**src/rtl/register_file_sb.sv**
```systemverilog
// register_file_sb: scoreboarded register file with x0 hardwired to zero; define REGFILE_BYPASS_EN for same-cycle writeback forwarding
package rv32_isa;
    localparam int RegWidth = 32;
    localparam int RegAddrWidth = 5;
endpackage

module register_file_sb
    import rv32_isa::*;
#(
    parameter int NRegs = 32,
    parameter int NReadPorts = 2
) (
    input  logic                               iClk,
    input  logic                               iRst,
    input  logic                               iWriteEn,
    input  logic [RegAddrWidth-1:0]            iAddr_Rd,
    input  logic [RegWidth-1:0]                iRd,
    input  logic                               iIssueEn,
    input  logic [RegAddrWidth-1:0]            iAddr_Issue,
    input  logic [NReadPorts*RegAddrWidth-1:0] iAddr_Rs,
    output logic [NReadPorts*RegWidth-1:0]     oRs,
    output logic [NReadPorts-1:0]              oRsReady,
    output logic [RegAddrWidth:0]              oPendingCount
);
    localparam int Depth = 2 ** RegAddrWidth;
    localparam logic [RegAddrWidth:0] NRegsW = (RegAddrWidth + 1)'(NRegs);

    // Entries at or above NRegs are never written, so they read back as zero and ready.
    logic [RegWidth-1:0] regs [Depth];
    logic [Depth-1:0] pending, pending_next;
    logic [RegAddrWidth:0] count;
    logic wr_ok, iss_ok, set_new, clr;

    assign wr_ok = iWriteEn && iAddr_Rd != '0 && {1'b0, iAddr_Rd} < NRegsW;
    assign iss_ok = iIssueEn && iAddr_Issue != '0 && {1'b0, iAddr_Issue} < NRegsW;
    assign set_new = iss_ok && !pending[iAddr_Issue];
    assign clr = wr_ok && pending[iAddr_Rd] && !(iss_ok && iAddr_Issue == iAddr_Rd);
    assign oPendingCount = count;

    // Writeback clears the pending bit first so a same-address issue wins.
    always_comb begin
        pending_next = pending;
        if (wr_ok) pending_next[iAddr_Rd] = 1'b0;
        if (iss_ok) pending_next[iAddr_Issue] = 1'b1;
    end

    // Register data, pending bits and the running popcount; reset overrides everything.
    always_ff @(posedge iClk) begin
        if (iRst) begin
            for (int i = 0; i < Depth; i++) regs[i] <= '0;
            pending <= '0;
            count <= '0;
        end else begin
            if (wr_ok) regs[iAddr_Rd] <= iRd;
            pending <= pending_next;
            count <= count + {{RegAddrWidth{1'b0}}, set_new} - {{RegAddrWidth{1'b0}}, clr};
        end
    end

    for (genvar p = 0; p < NReadPorts; p++) begin : g_rd
        logic [RegAddrWidth-1:0] a;
        assign a = iAddr_Rs[p*RegAddrWidth +: RegAddrWidth];
`ifdef REGFILE_BYPASS_EN
        logic byp;
        assign byp = wr_ok && a == iAddr_Rd;
        assign oRs[p*RegWidth +: RegWidth] = byp ? iRd : regs[a];
        assign oRsReady[p] = byp ? !(iss_ok && iAddr_Issue == a) : !pending[a];
`else
        assign oRs[p*RegWidth +: RegWidth] = regs[a];
        assign oRsReady[p] = !pending[a];
`endif
    end
endmodule

```
**config.mk**
```make
export PLATFORM = sky130hd
export DESIGN_NAME = register_file_sb
export DESIGN_NICKNAME = d
export VERILOG_FILES = /design/src/rtl/register_file_sb.sv
export SDC_FILE = /design/constraint.sdc
export NUM_CORES = 2
export LEC_CHECK = 0
export ABC_AREA = 0
export BUFFER_PORTS_ARGS = -buffer_cell sky130_fd_sc_hd__buf_2
export CAP_MARGIN = 20
export CORE_UTILIZATION = 50
export DETAILED_ROUTE_END_ITERATION = 12
export PLACE_DENSITY = 0.66
export RECOVER_POWER = 25
export SLEW_MARGIN = 15
export SYNTH_ARGS = -nofsm -noshare
export SYNTH_HDL_FRONTEND = slang
export SYNTH_SLANG_ARGS = --single-unit
```
**constraint.sdc**
```tcl
create_clock -name iClk -period 10.7 [get_ports iClk]
set_clock_uncertainty 0.2 [all_clocks]
set_input_delay 1.605 -clock iClk [delete_from_list [all_inputs] [get_ports iClk]]
set_output_delay 1.605 -clock iClk [all_outputs]
set_load 0.02 [all_outputs]
```
**After elaboration in Yosys (flattened, before gate mapping)**

Memories as Yosys holds them, arrays and structs flattened.
Cells that the tools add are included.

- $add $sub $neg: 2
- Order comparisons: 6
- Eq/ne operators: 1
- Multiplexer cells: 22
- Bitwise operators: 3
- Reductions and logical operators: 15

Operators with widths:

| operator | number |
|---|---|
| $mux W32 | 3 |
| $and A32 B32 Y32 | 1 |
| $not A32 Y32 | 1 |
| $or A32 B32 Y32 | 1 |
| $reduce_or A32 Y1 | 1 |
| $lt A5 B6 Y1 const B | 4 |
| $bmux W1 S5 | 4 |
| $mux W1 | 12 |
| $demux W1 S5 | 2 |
| $ge A5 B1 Y1 const B | 2 |
| $reduce_bool A5 Y1 | 2 |
| $logic_and A1 B1 Y1 | 8 |
| $add A6 B1 Y6 | 1 |
| $sub A6 B1 Y6 | 1 |
| $eq A5 B5 Y1 | 1 |
| $mux W5 | 1 |
| $logic_not A1 Y1 | 4 |

- Bits in registers: 38
- RAM bits: 1,024
- Input bits: 56
- Memories kept: 1

Memory list:

| memory | depth | bits a word | rd ports | clocked after memory_dff | wr ports | RTL line | text |
|---|---|---|---|---|---|---|---|
| regs | 32 | 32 | 2 | 0 | 32 | 29 | `logic [RegWidth-1:0] regs [Depth];` |

**Depth between registers and ports, before layout**

- Depth in word-level cells: 9
- Mapped depth: 16
- Depth with buffers taken out: 14

**Worst setup path after synthesis**

OpenSTA, ideal clock, no wires.

- Kind: input-to-output
- From: in iAddr_Rs[0]
- To: out oRsReady[0]
- Arrival: 3.438 ns
- Setup slack: 5.457 ns
- Stages on the path: 6
- Path buffers: 3
- Path through: buf_2 -> buf_6 -> buf_4 -> mux4_2 -> mux4_2 -> mux2i_1

- Cells in the longest elaborated chain, start to end: 3

RTL lines:

| what | RTL line | text |
|---|---|---|
| start: declaration | 20 | `input logic [NReadPorts*RegAddrWidth-1:0] iAddr_Rs,` |
| $bmux W1 S5 | 70 | `assign oRsReady[p] = !pending[a];` |
| $mux W1 (implied by the code) | 70 |  |
| $logic_not A1 Y1 | 70 |  |
| end: declaration | 22 | `output logic [NReadPorts-1:0] oRsReady,` |

No other way between the ends. The select of a mux whose other input is x is not followed.

==> results_dict.tcl <==
set metrics [dict create \
    rows 123 \
    async_flop_share 0 \
    clkSinkCount 1062 \
    drtAntennaViolNets 0 \
    critPathSlowestCell "nand2_1" \
    tritoncts "built" \
    setup_violations 0 \
    path_clk_slew_ps 60 \
    crit_top_cell "clkbuf_1" \
    grt_pass1_wl_um 257900 \
    hold_viol_final 0 \
    track_usage 0.3183 \
    fillers 8684 \
    ff2ff_path_depth 13 \
    worst_slew_pin_slew_ps 3677 \
    numPortBuffers 127 \
    numCtsBuffers 117 \
    ys_seq_area_frac 0.5551 \
    crit_buf_inv 3 \
    critPathTopFamily "simple AND/OR/NAND/NOR gates" \
    max_cap_viol_count 23 \
    place_area_mm2 0.05882 \
    synthFlopType "edfxtp_1" \
    post-route-period-util 0.7476 \
    nets 3514 \
    p_leak_uw 0.02093 \
    vias 34380 \
    grt_overflow_total 0 \
    multi_input_area_mm2 0.02398 \
    cts.path.max_buffers 3 \
    first_pass_iters 6 \
    ios 128 \
    worstPathCellList "clkbuf_1, clkinv_1, clkbuf_1, nand2_1" \
    drc 0 \
    synth_area_mm2 0.05676 \
    whs_ps 309.5 \
    routabilityCongestion 0.8311 \
    violations "max-capacitance violations, max-slew violations" \
    wirelength_um 181900 \
    path_class "in -> reg" \
    synth_area_per_cell_um2 16.30 \
    synth_cells 3482 \
    setup-tns-final_ps 0 \
    yosysUniqueCellTypes 49 \
    place.detailed.hpwl_um 92730 \
    initial_core_util 0.5045 \
    grt_pass1_vias 35770 \
    cp_data_arrival_time_ps 7440 \
    synth_seq_cells 1062 \
    rsz0062_at_grt "false" \
    core-area_mm2 0.1125 \
    cp-start-kind "primary input" \
    grt_max_degree 157 \
    avgViaCountPerCell 6.792 \
    cts.repair.resized 0 \
    yosysWarnings 0 \
    post_cts_buffers 0 \
    cp-end-kind "flop" \
    power.density_mw_per_mm2 164.3 \
    ff_latch_area_mm2 0.03151 \
    hold_path.class "reg -> reg" \
    cts_max_level 3 \
    slowest_delay_ps 2890 \
    path_depth 4 \
    fin_crit_ps 7999 \
    die_w_um 338.9 \
    drt-wirelength-per-cell_um 35.94 \
    antenna_found_initial 21 \
    vdd_drop_max_mv 0.1390 \
    hold_depth 2 \
    status "complete, but fails checks" \
    required_ps 10140 \
    die-height_um 338.9 \
    max_freq_mhz 125.0 \
    slew_headroom -1.452 \
    drive_above_1_share 0.3155 \
    clockRootBuffer "clkbuf_16" \
    cp_max_fo 36 \
    drt_iter0_drc 5130 \
    cts-hold-fix-buffers 0 \
    synth_edf_count 1024 \
    drv_slew 726 \
    design_area_mm2 0.06254 \
    die_area_mm2 0.1149 \
    clock_latency_ps 710 \
    area_growth_pct 10.17 \
]
[registers in the layout (all words and copies together), names as in the netlist]
register       cells
oPendingCount      6
pending           32
regs            1024
[tightest hold or removal path: cells and delay by family, from the launching register on]
kind	cells	cell delay (ps)
AO/OA/AOI/OAI	1	50
buffers and inverters	1	60
flip-flops	1	340
[power by group]
group,internal [uW],leakage [uW],switching (uW),total [uW]
clock network,2310,0.00186,1740,4040
registers,4810,0.0101,119,4920
logic,582,0.00900,726,1310
total,7690,0.0209,2580,10300
[path summary, 6_finish.rpt]
path | startpoint | end | slack (ps)
worst max register to register | pending[28] | oPendingCount[4] | 7210
worst min register to register | pending[10] | pending[10] | 310
worst min-delay path | pending[10] | pending[10] | 310
worst max-delay path | iRst | regs[1][0] | 2700
[synthesized netlist by cell type (6+ instances only)]
master,instances,share of area
buf_6,6,0.0012
ha_1,6,0.0013
and2_1,993,0.11
xnor2_1,6,0.00093
o22ai_1,18,0.0020
inv_1,39,0.0026
edfxtp_1,1024,0.54
o221ai_1,8,0.0012
buf_1,30,0.0020
nand2b_1,7,0.00077
buf_2,46,0.0041
mux4_2,663,0.26
mux2_2,65,0.013
nor2_1,49,0.0032
mux2i_1,27,0.0048
o32ai_1,10,0.0015
o21ai_0,9,0.00079
nor3_1,10,0.00088
dfxtp_1,38,0.013
buf_4,12,0.0016
nand2_1,83,0.0055
nand3_1,9,0.00079
clkbuf_1,276,0.018
[cells by family after synthesis]
group | count (synthesis) | synth area share
multiplexers | 755 | 0.2807
buffers and inverters | 411 | 0.02980
AO/OA/AOI/OAI | 63 | 0.007825
adder cells (fa/ha/maj) | 7 | 0.001675
AND/OR/NAND/NOR | 1175 | 0.1235
flip-flops | 1062 | 0.5551
XOR/XNOR | 8 | 0.001234
other | 1 | 0.00006607
[routing by layer]
layer | vias to the layer above | share of wire | track usage
met1 | 18030 | 0.36 | 0.4242
met4 | 8 | 0.045 | 0.1337
met3 | 479 | 0.12 | 0.07767
met2 | 2426 | 0.47 | 0.5023
met5 | - | 0.00034 | 0
li1 | 13430 | - | -
[final cells by class]
class | instances | share of cell area
diodes | 8 | 0.0003201
inverters | 40 | 0.002401
flip-flops and latches | 1062 | 0.5039
well taps | 1500 | 0.03001
clock inverters | 72 | 0.01014
repair buffers | 190 | 0.01851
clock buffers | 149 | 0.05122
multi-input cells | 2040 | 0.3835
[cells in the final DEF (no fill, tap or decap), types with 10 or more instances in the layout]
| cell type | n |
|---|---|
| and2_0 | 43 |
| and2_1 | 950 |
| buf_2 | 111 |
| buf_4 | 48 |
| clkbuf_1 | 40 |
| clkbuf_16 | 120 |
| clkinv_1 | 28 |
| clkinv_2 | 22 |
| conb_1 | 32 |
| dfxtp_1 | 38 |
| edfxtp_1 | 1024 |
| inv_1 | 38 |
| mux2_2 | 65 |
| mux2i_1 | 27 |
| mux4_2 | 663 |
| nand2_1 | 70 |
| nand2_4 | 10 |
| nor2_1 | 19 |
| nor2_4 | 30 |
| nor3_1 | 10 |
| o22ai_1 | 18 |
| o32ai_1 | 10 |
[metrics by stage]
step	cells	util	setup WS, ps	power [uW]
floorplan	3513	-	5457	5850
CTS	5053	0.5570	3898	10290
global route	5053	0.5557	2704	10540
detailed placement	4832	0.5229	3908	6306
global placement	4832	0.5229	3927	6260
finish	5061	0.5559	2701	10280
No activity file was read; power rests on OpenSTA's default activity.
